## config.mk

```make
export PLATFORM = sky130hd
export DESIGN_NAME = pc_fetch_unit
export DESIGN_NICKNAME = d
export VERILOG_FILES = /design/src/rtl/pc_fetch_unit_pkg.sv /design/src/rtl/fetch_next_pc.sv /design/src/rtl/pc_fetch_unit.sv
export SDC_FILE = /design/constraint.sdc
export NUM_CORES = 1
export LEC_CHECK = 0
export ABC_AREA = 0
export ABC_CLOCK_PERIOD_IN_PS = 3100
export CAP_MARGIN = 0
export CORE_AREA = 10 10 105 144
export CTS_BUF_LIST = sky130_fd_sc_hd__clkbuf_8
export CTS_CLUSTER_DIAMETER = 50
export DETAILED_ROUTE_END_ITERATION = 6
export DIE_AREA = 0 0 115 154
export PLACE_DENSITY = 0.67
export SYNTH_ARGS = -nofsm -noshare
export SYNTH_HDL_FRONTEND = slang
export SYNTH_HIERARCHICAL = 1
export SYNTH_SLANG_ARGS = --single-unit
```

## constraint.sdc

```tcl
create_clock -name clk -period 3.1 [get_ports clk]
set_input_delay 0.775 -clock clk [delete_from_list [all_inputs] [get_ports clk]]
set_output_delay 0.775 -clock clk [all_outputs]
set_load 0.1 [all_outputs]
```

## src/rtl/pc_fetch_unit_pkg.sv

```systemverilog
// Shared definitions for the fetch stage: state encoding, fault codes and
// the architectural constants the fetch logic and its users agree on.
package pc_fetch_unit_pkg;

    localparam int XLEN = 32;

    typedef enum logic [1:0] {
        ST_BOOT   = 2'b00,
        ST_RUN    = 2'b01,
        ST_HALTED = 2'b10
    } fetch_state_e;

    localparam logic [1:0] FAULT_NONE     = 2'b00;
    localparam logic [1:0] FAULT_MISALIGN = 2'b01;
    localparam logic [1:0] FAULT_RANGE    = 2'b10;

    localparam logic [31:0] NOP_WORD        = 32'h0000_0013;
    localparam logic [31:0] EBREAK_WORD_DEF = 32'h0010_0073;

endpackage

```

## src/rtl/fetch_next_pc.sv

```systemverilog
// Combinational next-PC and fault selection for the fetch stage.
// A PC outside the ROM outranks any redirect; a redirect must be word aligned.
module fetch_next_pc
    import pc_fetch_unit_pkg::*;
#(
    parameter int IMEM_DEPTH = 64
) (
    input  logic [XLEN-1:0] pc_i,
    input  logic            redirect_valid_i,
    input  logic [XLEN-1:0] redirect_target_i,
    output logic [XLEN-1:0] next_pc_o,
    output logic [1:0]      fault_o
);

    localparam logic [XLEN-1:0] PC_LIMIT = XLEN'(IMEM_DEPTH * 4);

    // Classify the current fetch and pick the sequential or redirected PC.
    always_comb begin
        fault_o   = FAULT_NONE;
        next_pc_o = pc_i + 32'd4;
        if (pc_i >= PC_LIMIT) begin
            fault_o = FAULT_RANGE;
        end else if (redirect_valid_i && (redirect_target_i[1:0] != 2'b00)) begin
            fault_o = FAULT_MISALIGN;
        end else begin
            fault_o = FAULT_NONE;
        end
        if (redirect_valid_i) begin
            next_pc_o = redirect_target_i;
        end else begin
            next_pc_o = pc_i + 32'd4;
        end
    end

endmodule

```

## src/rtl/pc_fetch_unit.sv

```systemverilog
// Fetch stage: owns the PC, drives the instruction ROM address and registers
// the returned word with its PC for the decoder. Halts on ebreak or fault.
// Optional build macro FETCH_PERF_COUNTER_EN adds the fetch_count output.
module pc_fetch_unit
    import pc_fetch_unit_pkg::*;
#(
    parameter logic [31:0] RESET_PC    = 32'h0000_0000,
    parameter int          IMEM_DEPTH  = 64,
    parameter logic [31:0] EBREAK_WORD = EBREAK_WORD_DEF
) (
    input  logic            clk,
    input  logic            rst_n,
    input  logic            stall,
    input  logic            redirect_valid,
    input  logic [XLEN-1:0] redirect_target,
    output logic [XLEN-1:0] imem_addr,
    input  logic [XLEN-1:0] imem_instr,
    output logic [XLEN-1:0] instr_out,
    output logic [XLEN-1:0] pc_out,
    output logic            instr_valid,
    output logic            halted,
    output logic [1:0]      fault
`ifdef FETCH_PERF_COUNTER_EN
    ,
    output logic [31:0]     fetch_count
`endif
);

    fetch_state_e    state_q, state_d;
    logic [XLEN-1:0] pc_q, pc_d;
    logic [XLEN-1:0] instr_q, instr_d;
    logic [XLEN-1:0] pc_out_q, pc_out_d;
    logic            valid_q, valid_d;
    logic            halted_q, halted_d;
    logic [1:0]      fault_q, fault_d;
    logic [XLEN-1:0] next_pc_s;
    logic [1:0]      fault_code_s;
`ifdef FETCH_PERF_COUNTER_EN
    logic [31:0]     count_q, count_d;
`endif

    fetch_next_pc #(
        .IMEM_DEPTH (IMEM_DEPTH)
    ) u_next_pc (
        .pc_i              (pc_q),
        .redirect_valid_i  (redirect_valid),
        .redirect_target_i (redirect_target),
        .next_pc_o         (next_pc_s),
        .fault_o           (fault_code_s)
    );

    // Next-state logic: fault > redirect > stall > normal fetch while running.
    always_comb begin
        state_d  = state_q;
        pc_d     = pc_q;
        instr_d  = instr_q;
        pc_out_d = pc_out_q;
        valid_d  = valid_q;
        halted_d = halted_q;
        fault_d  = fault_q;
`ifdef FETCH_PERF_COUNTER_EN
        count_d  = count_q;
`endif
        case (state_q)
            ST_BOOT: begin
                state_d = ST_RUN;
            end
            ST_RUN: begin
                if (fault_code_s != FAULT_NONE) begin
                    state_d  = ST_HALTED;
                    halted_d = 1'b1;
                    fault_d  = fault_code_s;
                    valid_d  = 1'b0;
                end else if (redirect_valid) begin
                    // Word already on the bus is wrong-path: squash it.
                    pc_d    = next_pc_s;
                    valid_d = 1'b0;
                end else if (stall) begin
                    valid_d = valid_q;
                end else begin
                    instr_d  = imem_instr;
                    pc_out_d = pc_q;
                    valid_d  = 1'b1;
                    pc_d     = next_pc_s;
`ifdef FETCH_PERF_COUNTER_EN
                    count_d  = count_q + 32'd1;
`endif
                    if (imem_instr == EBREAK_WORD) begin
                        state_d  = ST_HALTED;
                        halted_d = 1'b1;
                    end else begin
                        state_d  = ST_RUN;
                    end
                end
            end
            ST_HALTED: begin
                valid_d  = 1'b0;
                halted_d = 1'b1;
            end
            default: begin
                state_d  = ST_HALTED;
                halted_d = 1'b1;
                valid_d  = 1'b0;
            end
        endcase
    end

    // State and pipeline registers with synchronous active-low reset.
    always_ff @(posedge clk) begin
        if (!rst_n) begin
            state_q  <= ST_BOOT;
            pc_q     <= RESET_PC;
            instr_q  <= NOP_WORD;
            pc_out_q <= 32'h0000_0000;
            valid_q  <= 1'b0;
            halted_q <= 1'b0;
            fault_q  <= FAULT_NONE;
`ifdef FETCH_PERF_COUNTER_EN
            count_q  <= 32'h0000_0000;
`endif
        end else begin
            state_q  <= state_d;
            pc_q     <= pc_d;
            instr_q  <= instr_d;
            pc_out_q <= pc_out_d;
            valid_q  <= valid_d;
            halted_q <= halted_d;
            fault_q  <= fault_d;
`ifdef FETCH_PERF_COUNTER_EN
            count_q  <= count_d;
`endif
        end
    end

    assign imem_addr   = pc_q;
    assign instr_out   = instr_q;
    assign pc_out      = pc_out_q;
    assign instr_valid = valid_q;
    assign halted      = halted_q;
    assign fault       = fault_q;
`ifdef FETCH_PERF_COUNTER_EN
    assign fetch_count = count_q;
`endif

endmodule

```

==> results.toml, run 1 <==
[clock_network]
clk_path_buf_depth = 2
cts_setup_buffers = 0
cts_root_buf = "clkbuf_8"
tritoncts = "yes"
clkLatencyLatePin_ps = 360
cts_hold_repair.buffers = 0
clkSlewWorstSetupHoldPaths_ps = 90
post_cts_sizing_count = 0
cts_htree_levels = 3
cts-buffers-inserted = 9
cts.sinks = 102

[yosys]
postSynthRegisterBits = 102
simple_gate_portion_of_the_synthesized_area_pct = 30.0
ys_async_sr_fraction_pct = 0
post_synth_main_area_contributors = "dfxtp_1 42%, nand2_1 17%, a21oi_1 8.5%"
synth_fp_nets = 697
yosys.area_share.xor_xnor_pct = 2.34
synth_most_common_cell = "nand2_1"
synth_top_cells_by_count = "220 x nand2_1, 102 x dfxtp_1, 82 x a21oi_1"
synth-edff-count = 0
avgSynthCellArea_um2 = 7.74
synth_largest_area_cell = "dfxtp_1"
netlist-cell-type-count = 46
synth_top_family_by_area = "simple AND/OR/NAND/NOR gates"
post_synth_fa_ha_maj_area_fraction_pct = 0.515
seq_area_frac_synth_pct = 42.1
synth-compound-area-share_pct = 16.6
netlist_instances = 627
yosys_warnings = 6
postSynth.topFlopCell = "dfxtp_1"
muxShareOfSynthArea_pct = 0.928
post_synth_instance_area_mm2 = 0.00486
synth.top_cell.area_share_pct = 42.1

[worst_setup_path]
worst-setup-path-type = "flip-flop to flip-flop"
crit_path_cell_trace = "nor4_1, and4_1, nand3_1, nor2_1, and3_4, buf_4, nand2_1, a21oi_1"
critPathMaxFanout = 36
r2r.worst_path.cells = 8
cp_data_arrival_time_ps = 2710
worst-endpoint-required_ps = 3390
reg2reg_slack_ps = 680
critical_path.reg2reg.startpoint = "imem_addr[21]"
critPathSlowestCell = "dfxtp_1"
r2r-end = "pc_out[30]"
crit_path_end_kind = "flip-flop"
slowest_delay_ps = 420
crit_path_start_kind = "flip-flop"

[sta]
final_min_period_over_clock_period_pct = 78.2
final-setup-viol-count = 0
timing.final.max_slew_violations = 0
worst_clock_skew_ps = 12.6
worstMarginPinSlew_ps = 636
finalHoldViolCount = 0
timing.max_slew.rel_slack_pct = 57.6
fmax_ghz = 0.413
final.min_clock_period_ps = 2420
rsz0062_at_grt = "false"
setup_tns_ps = 0

[place]
buffer_ports.inserted = 167
detailedPlacementHpwl_mm = 11.4
gp_routability_congestion = 0.807

[die]
floorplan.rows = 48
dieArea_mm2 = 0.0177
top_level_ports = 168
floorplan.core_area_mm2 = 0.0124
floorplan.die.width_um = 115
initial_utilization_pct = 39.2
chipHeight_um = 154

[detailed_routing]
detailroute.wirelength.met2_mm = 7.99
wl_mm = 15.6
drt_drc_violations_left = 0
final_antenna_net_count = 0
vias = 4854
maxUsedRoutingLayer = "met4"
routed_wire_length_per_instance_um = 16.8
post_drt_via_cell_ratio = 5.22
routedLengthMet1_mm = 5.94
drt-pass1-iter-count = 4
violation_count_after_the_first_detailed_route_iteration = 222
dr_wl_met3_mm = 1.42

[power_and_ir_drop]
power_frac_clock_pct = 10.5
p_int_uw = 2920
total_leakage_power_uw = 0.00234
comb_power_share_pct = 61.5
power.density_cell_area_mw_per_mm2 = 1130
total_power_uw = 7190
seq_power_share_pct = 28.0
ir_worst_vdd_mv = 0.652
power.net_switching_uw = 4260
switching_share_pct = 59.3

[final_layout]
proportion_of_layout_cells_with_a_drive_suffix_above_1_pct = 20.0
num_antenna_cells = 0
postLayoutCoreUtil_pct = 51.6
n_fill_cell = 1189
finalNetCount = 845
area.growth.synth_to_final_pct = 31.4

[run]
drv.max_cap_violation_count = 0

[global_route]
grt_pass1_vias = 4767
grt_use_total_pct = 16.9
grt_start_max_net_pins = 55
antenna_found_initial = 0
global_route_wire_length_before_repair_mm = 24.4
grt-ovfl-total = 0

[run_status]
run_status = "completed"

[hold_path]
hold_depth = 1
launch_instance_of_the_worst_min_delay_path = "state_q[1]"
timing.hold.worst.class = "flip-flop to flip-flop"
whs_endpoint = "instr_valid"
==> worst max path at each step <==
| stage | startpoint | end | slack [ps] |
|---|---|---|---|
| 2_1_floorplan | imem_addr[2] | imem_addr[28] | 430 |
| 3_3_place_gp | redirect_target[1] | instr_out[13] | 540 |
| 3_5_place_dp | redirect_target[1] | pc_out[30] | 460 |
| 4_1_cts | imem_addr[21] | pc_out[30] | 680 |
| 5_1_grt | imem_addr[27] | instr_out[3] | 440 |
| 6_report | imem_addr[21] | pc_out[30] | 680 |
==> sequential cells by signal, indices dropped and copies added (netlist names) <==
| signal | cells |
|---|---|
| fault | 2 |
| halted | 1 |
| imem_addr | 32 |
| instr_out | 32 |
| instr_valid | 1 |
| pc_out | 32 |
| state_q | 2 |
==> cell type report <==
| type | count | area (um2) | area share [%] |
|---|---|---|---|
| multi-input cells | 477 | 2450 | 38.4 |
| well taps | 150 | 188 | 2.94 |
| flip-flops and latches | 102 | 2040 | 32.0 |
| clock buffers | 10 | 138 | 2.16 |
| inverters | 7 | 27.5 | 0.432 |
| repair buffers | 178 | 1500 | 23.6 |
| clock inverters | 5 | 28.8 | 0.451 |
==> layer usage <==
metal	GRT usage, %	vias to the layer above
met2	29.1	140
li1	-	2436
met5	0	-
met3	6.58	14
met4	5.85	0
met1	18.2	2264
==> kinds of logic after synthesis <==
kind of cell	after synthesis
compound gates	140
xor+xnor	13
fa+ha+maj	2
buf+inv	48
flops	102
mux	4
simple gates	318
==> per-stage QoR <==
step / std cells / instance area, um2 / worst slack [ps] / hold slack (ps)
CTS: 929 / 6380 / 679 / 455
finish: 929 / 6380 / 677 / 452
floorplan: 627 / 4860 / 434 / 411
global placement: 914 / 6210 / 540 / 425
global route: 929 / 6380 / 442 / 477
detailed placement: 914 / 6210 / 456 / 441
==> critical path, delay by kind of cell, from the launching register on <==
family | cells | cell delay, ps
AO/OA/AOI/OAI | 1 | 150
AND/OR/NAND/NOR | 6 | 1420
buffers and inverters | 1 | 330
flip-flops | 1 | 420
==> power groups by stage <==
stage | Sequential, uW | Clock [uW] | Combinational (uW)
6_report | 2010 | 751 | 4420
5_1_grt | 2080 | 828 | 4680
4_1_cts | 2010 | 782 | 4460
3_5_place_dp | 2040 | 0 | 4460
3_3_place_gp | 2030 | 0 | 4410
2_1_floorplan | 3940 | 0 | 1640
==> layout by cell type, fill, tap and decap left out, types with 2 or more instances in the layout <==
cell,synthesis,layout
nand2_1,220,220
buf_4,0,111
dfxtp_1,102,102
a21oi_1,82,82
clkdlybuf4s50_1,0,67
nand3_1,19,19
o21ai_0,17,17
nor2_1,15,15
a21oi_2,15,15
nor4_1,13,13
or4_1,12,12
nand4_1,11,11
a31oi_1,11,11
clkbuf_8,1,10
o31ai_1,9,9
inv_1,5,7
xor2_1,7,7
xnor2_1,6,6
and4_1,5,5
o211ai_1,4,4
mux2_2,4,4
or3_1,3,3
nand3_2,2,2
clkinv_2,0,2
nor4b_1,2,2
and2_1,2,2
o21a_1,2,2
and3_2,2,2
and2_2,2,2
ha_1,2,2
No activity file was read; power rests on OpenSTA's default activity.
==> inputs of run 2 (changes only) <==
--- a/config.mk
+++ b/config.mk
@@ -6,14 +6,14 @@
 export NUM_CORES = 1
 export LEC_CHECK = 0
 export ABC_AREA = 0
-export ABC_CLOCK_PERIOD_IN_PS = 3100
+export ABC_CLOCK_PERIOD_IN_PS = 2200
 export CAP_MARGIN = 0
 export CORE_AREA = 10 10 105 144
 export CTS_BUF_LIST = sky130_fd_sc_hd__clkbuf_8
 export CTS_CLUSTER_DIAMETER = 50
 export DETAILED_ROUTE_END_ITERATION = 6
 export DIE_AREA = 0 0 115 154
-export PLACE_DENSITY = 0.67
+export PLACE_DENSITY = 0.69
 export SYNTH_ARGS = -nofsm -noshare
 export SYNTH_HDL_FRONTEND = slang
 export SYNTH_HIERARCHICAL = 1
==> constraint.sdc (replaced) <==
create_clock -name clk -period 2.2 [get_ports clk]
set_input_delay 0.55 -clock clk [delete_from_list [all_inputs] [get_ports clk]]
set_output_delay 0.55 -clock clk [all_outputs]
set_load 0.1 [all_outputs]
==> results.toml, run 2 (synthesis gave the netlist of run 1 again) <==
[run_status]
run_status = "completed"

[sta]
timing.max_slew.rel_slack_pct = 68.1
timing.final.max_slew_violations = 0
final_min_period_over_clock_period_pct = 92.8
final_worst_setup_slack_ps = 159
final.min_clock_period_ps = 2040
worst_clock_skew_ps = 13.4
final-setup-viol-count = 0
worstMarginPinSlew_ps = 474
fmax_ghz = 0.490
finalHoldViolCount = 0
setup_tns_ps = 0

[hold_path]
launch_instance_of_the_worst_min_delay_path = "pc_out[16]"
timing.hold.worst.class = "flip-flop to flip-flop"

[global_route]
antenna_found_initial = 0
global_route_wire_length_before_repair_mm = 25.4
grt-ovfl-total = 0
grt_use_total_pct = 17.4
grt_start_max_net_pins = 63
grt_pass1_vias = 5074

[place]
detailedPlacementHpwl_mm = 12.2
place_ws_ps = -51.1
postPlaceCellArea_mm2 = 0.00662
buffer_ports.inserted = 167
gp_routability_congestion = 0.830
dp.cells = 948

[final_layout]
proportion_of_layout_cells_with_a_drive_suffix_above_1_pct = 28.1
layout.cells.most_common_list = "220 x nand2_1, 136 x buf_4, 81 x a21oi_1"
postLayoutCellArea_mm2 = 0.00687
num_antenna_cells = 0
n_fill_cell = 1168
area.growth.synth_to_final_pct = 41.4
layout.cells.most_common = "nand2_1"
final_cells = 964
finalNetCount = 879

[clock_network]
cts-buffers-inserted = 9
clkSlewWorstSetupHoldPaths_ps = 100
cts_root_buf = "clkbuf_8"
clkLatencyLatePin_ps = 370
cts_hold_repair.buffers = 0
cts.sinks = 102
cts_htree_levels = 3
clk_path_buf_depth = 2
tritoncts = "yes"

[die]
chipHeight_um = 154
initial_utilization_pct = 39.2
top_level_ports = 168
dieArea_mm2 = 0.0177
floorplan.die.width_um = 115
floorplan.rows = 48
floorplan.core_area_mm2 = 0.0124

[power_and_ir_drop]
total_leakage_power_uw = 0.00260
power.density_cell_area_mw_per_mm2 = 1640
ir_worst_vdd_mv = 1.22

[worst_setup_path]
critPathMaxFanout = 3
worst-endpoint-required_ps = 2470
critical_path.reg2reg.startpoint = "imem_addr[28]"
crit_path_end_kind = "flip-flop"
crit_path_start_kind = "flip-flop"
timing.critical_path.from = "imem_addr[28]"
worst-setup-path-type = "flip-flop to flip-flop"
cp_data_arrival_time_ps = 2320

[detailed_routing]
routed_wire_length_per_instance_um = 16.7
drt_drc_violations_left = 0
drt-pass1-iter-count = 5
wl_mm = 16.1
post_drt_via_cell_ratio = 5.27
vias = 5085
violation_count_after_the_first_detailed_route_iteration = 201
final_antenna_net_count = 0

[run]
drv.max_cap_violation_count = 0
-- run 2: path summary, 6_finish.rpt --
kind	endpoint	slack [ps]	depth (start not counted)
setup / recovery	halted	160	8
hold / removal	pc_out[16]	460	2
setup reg to reg	halted	160	8
hold reg to reg	pc_out[16]	460	2
-- run 2: layout make-up --
class / count / area [um2] / area share (%)
Inverter: 7 / 27.5 / 0.401
Timing Repair Buffer: 212 / 1870 / 27.3
Multi-Input combinational cell: 477 / 2500 / 36.3
Clock buffer: 10 / 138 / 2.00
Sequential cell: 102 / 2080 / 30.4
Clock inverter: 6 / 62.6 / 0.911
Tap cell: 150 / 188 / 2.73
-- run 2: per-stage QoR --
stage | power [uW] | hold WS, ps | util [%]
after floorplan | 7900 | 411 | -
after global placement | 9850 | 422 | 53.5
after detailed placement | 9930 | 450 | 53.5
after CTS | 11200 | 464 | 55.2
after global routing | 11900 | 482 | 55.5
final | 11300 | 460 | 55.5
-- run 2: metal layers --
layer  vias to the layer above  global-route usage, %  routed length [um]
met5                         -                      0                   0
met4                         0                   8.16                 460
met3                        30                   5.10                1410
met2                       204                   30.9                8200
met1                      2339                   18.1                6040
li1                       2512                      -                   -
-- run 2: critical path, cell delays in order (launching register included) --
cell,delay (ps)
dfxtp_2,340
nor4_4,310
and4_1,270
nand3_2,110
buf_4,170
or2_2,310
a21oi_2,150
o31ai_1,110
o21a_1,180
-- run 2: repair_timing --
action	CTS	global route
endpoints found under the setup margin	18	96
resized for setup	1	7
pin swaps	0	1
setup buffers	0	0
-- run 2: report_power, final --
part	internal, uW	leakage (uW)	switching (uW)
Clock	553	0.0000997	655
Sequential	2310	0.000840	406
Combinational	2150	0.00166	5190
==> inputs of run 3 (changes only) <==
--- a/config.mk
+++ b/config.mk
@@ -14,6 +14,7 @@
 export DETAILED_ROUTE_END_ITERATION = 6
 export DIE_AREA = 0 0 115 154
 export PLACE_DENSITY = 0.69
+export RECOVER_POWER = 25
 export SYNTH_ARGS = -nofsm -noshare
 export SYNTH_HDL_FRONTEND = slang
 export SYNTH_HIERARCHICAL = 1
==> results.toml, run 3 (synthesis gave the netlist of run 1 again) <==
[sta]
worstMarginPinSlew_ps = 605
final-setup-viol-count = 0
final_min_period_over_clock_period_pct = 93.3
worst_clock_skew_ps = 12.4
timing.final.max_slew_violations = 0
hold_slack_ps = 458
finalHoldViolCount = 0
timing.max_slew.rel_slack_pct = 59.9
fmax_ghz = 0.487
final.min_clock_period_ps = 2050

[place]
postPlaceCellArea_mm2 = 0.00662
buffer_ports.inserted = 167
gp_routability_congestion = 0.830
dp.cells = 948
detailedPlacementHpwl_mm = 12.2

[final_layout]
area.growth.synth_to_final_pct = 38.9
area.sequential_mm2 = 0.00208
final_cells = 964
num_antenna_cells = 0
layout.cells.most_common = "nand2_1"
n_fill_cell = 1199
layout.cells.most_common_list = "220 x nand2_1, 86 x buf_4, 81 x a21oi_1"
finalNetCount = 879
footprint_of_the_multi_input_gates_mm2 = 0.00250
proportion_of_layout_cells_with_a_drive_suffix_above_1_pct = 28.1
postLayoutCellArea_mm2 = 0.00674

[die]
chipHeight_um = 154
dieArea_mm2 = 0.0177
floorplan.core_area_mm2 = 0.0124
initial_utilization_pct = 39.2
floorplan.die.width_um = 115
top_level_ports = 168
floorplan.rows = 48

[detailed_routing]
drt-pass1-iter-count = 4
vias = 5051
routed_wire_length_per_instance_um = 16.7
drt_drc_violations_left = 0
wl_mm = 16.1
final_antenna_net_count = 0
post_drt_via_cell_ratio = 5.24
violation_count_after_the_first_detailed_route_iteration = 250

[global_route]
global_route_wire_length_before_repair_mm = 25.4
grt_start_max_net_pins = 63
grt_pass1_vias = 5074
grt_use_total_pct = 17.4
grt-ovfl-total = 0
antenna_found_initial = 0

[worst_setup_path]
cp.buffers_inverters = 0
critPathMaxFanout = 9
r2r-end = "imem_addr[31]"
critPathSlowestCell = "or4_1"
critical_path.top_delay_family = "simple AND/OR/NAND/NOR gates"
reg2reg_slack_ps = 150
cp_data_arrival_time_ps = 2350
r2r.worst_path.cells = 6
crit_path_end_kind = "flip-flop"
crit_path_start_kind = "flip-flop"
worst-setup-path-type = "flip-flop to flip-flop"
crit_path_cell_trace = "and4_1, nand4_4, or4_1, a31oi_1, nand2_1, a21oi_1"
timing.critical_path.from = "imem_addr[8]"
worst-endpoint-required_ps = 2500
critical_path.reg2reg.startpoint = "imem_addr[8]"
slowest_delay_ps = 500

[clock_network]
tritoncts = "yes"
cts_htree_levels = 3
cts-buffers-inserted = 9
cts.sinks = 102
clkLatencyLatePin_ps = 370
cts_root_buf = "clkbuf_8"
clk_path_buf_depth = 2
clkSlewWorstSetupHoldPaths_ps = 100

[hold_path]
timing.hold.worst.class = "flip-flop to flip-flop"
hold_depth = 2
whs_endpoint = "pc_out[16]"
launch_instance_of_the_worst_min_delay_path = "pc_out[16]"

[power_and_ir_drop]
total_power_uw = 11200
total_leakage_power_uw = 0.00256
power.density_cell_area_mw_per_mm2 = 1660
ir_worst_vdd_mv = 1.24

[run_status]
run_status = "completed"

[run]
drv.max_cap_violation_count = 0
[run 3: changes by cell type in the layout (fill, tap and decap cells not counted)]
cell      delta
buf_4       -50
clkbuf_2    +50
[run 3: layout make-up]
class | count | share of cell area [%]
clock buffers | 10 | 2.04
clock inverters | 6 | 0.928
inverters | 7 | 0.408
multi-input cells | 477 | 37.0
flip-flops and latches | 102 | 30.9
well taps | 150 | 2.78
repair buffers | 212 | 25.9
[run 3: how the worst max path moves through the flow]
stage / to / slack (ps) / cells past startpoint
after global placement: pc_out[14] / -20 / 8
final: imem_addr[31] / 150 / 6
after CTS: pc_out[28] / -3 / 8
after floorplan: imem_addr[22] / 60 / 8
after detailed placement: state_q[1] / -50 / 5
after global routing: pc_out[4] / -1 / 8
[run 3: worst min-delay path: cells and delay by family, from the launching register on]
family           cells  cell delay (ps)
AO/OA/AOI/OAI        1               50
flip-flops           1              320
AND/OR/NAND/NOR      1               50
[run 3: metal layers]
layer | vias to the layer above | GRT usage (%) | wire length (um)
li1 | 2514 | - | -
met1 | 2310 | 18.1 | 6080
met2 | 192 | 30.9 | 8120
met3 | 35 | 5.10 | 1350
met4 | 0 | 8.16 | 504
met5 | - | 0 | 0
[run 3: what timing repair did]
item,4_1_cts,5_1_grt
gates resized for setup,1,7
hold buffers,0,0
setup buffers,0,0
endpoints found under the setup margin,18,96
pin swaps,0,1
[run 3: through the flow]
stage | setup WS [ps] | setup TNS (ps) | utilization, %
final | 146 | 0 | 54.5
after global routing | -1.15 | -1.15 | 54.5
after CTS | -2.67 | -2.67 | 55.2
after detailed placement | -51.1 | -492 | 53.5
after global placement | -17.4 | -115 | 53.5
after floorplan | 55.7 | 0 | -
[run 3: report_power, final]
| group | internal, uW | total (uW) | switching [uW] |
|---|---|---|---|
| Combinational | 2090 | 7280 | 5190 |
| Clock | 553 | 1210 | 654 |
| Sequential | 2310 | 2720 | 404 |
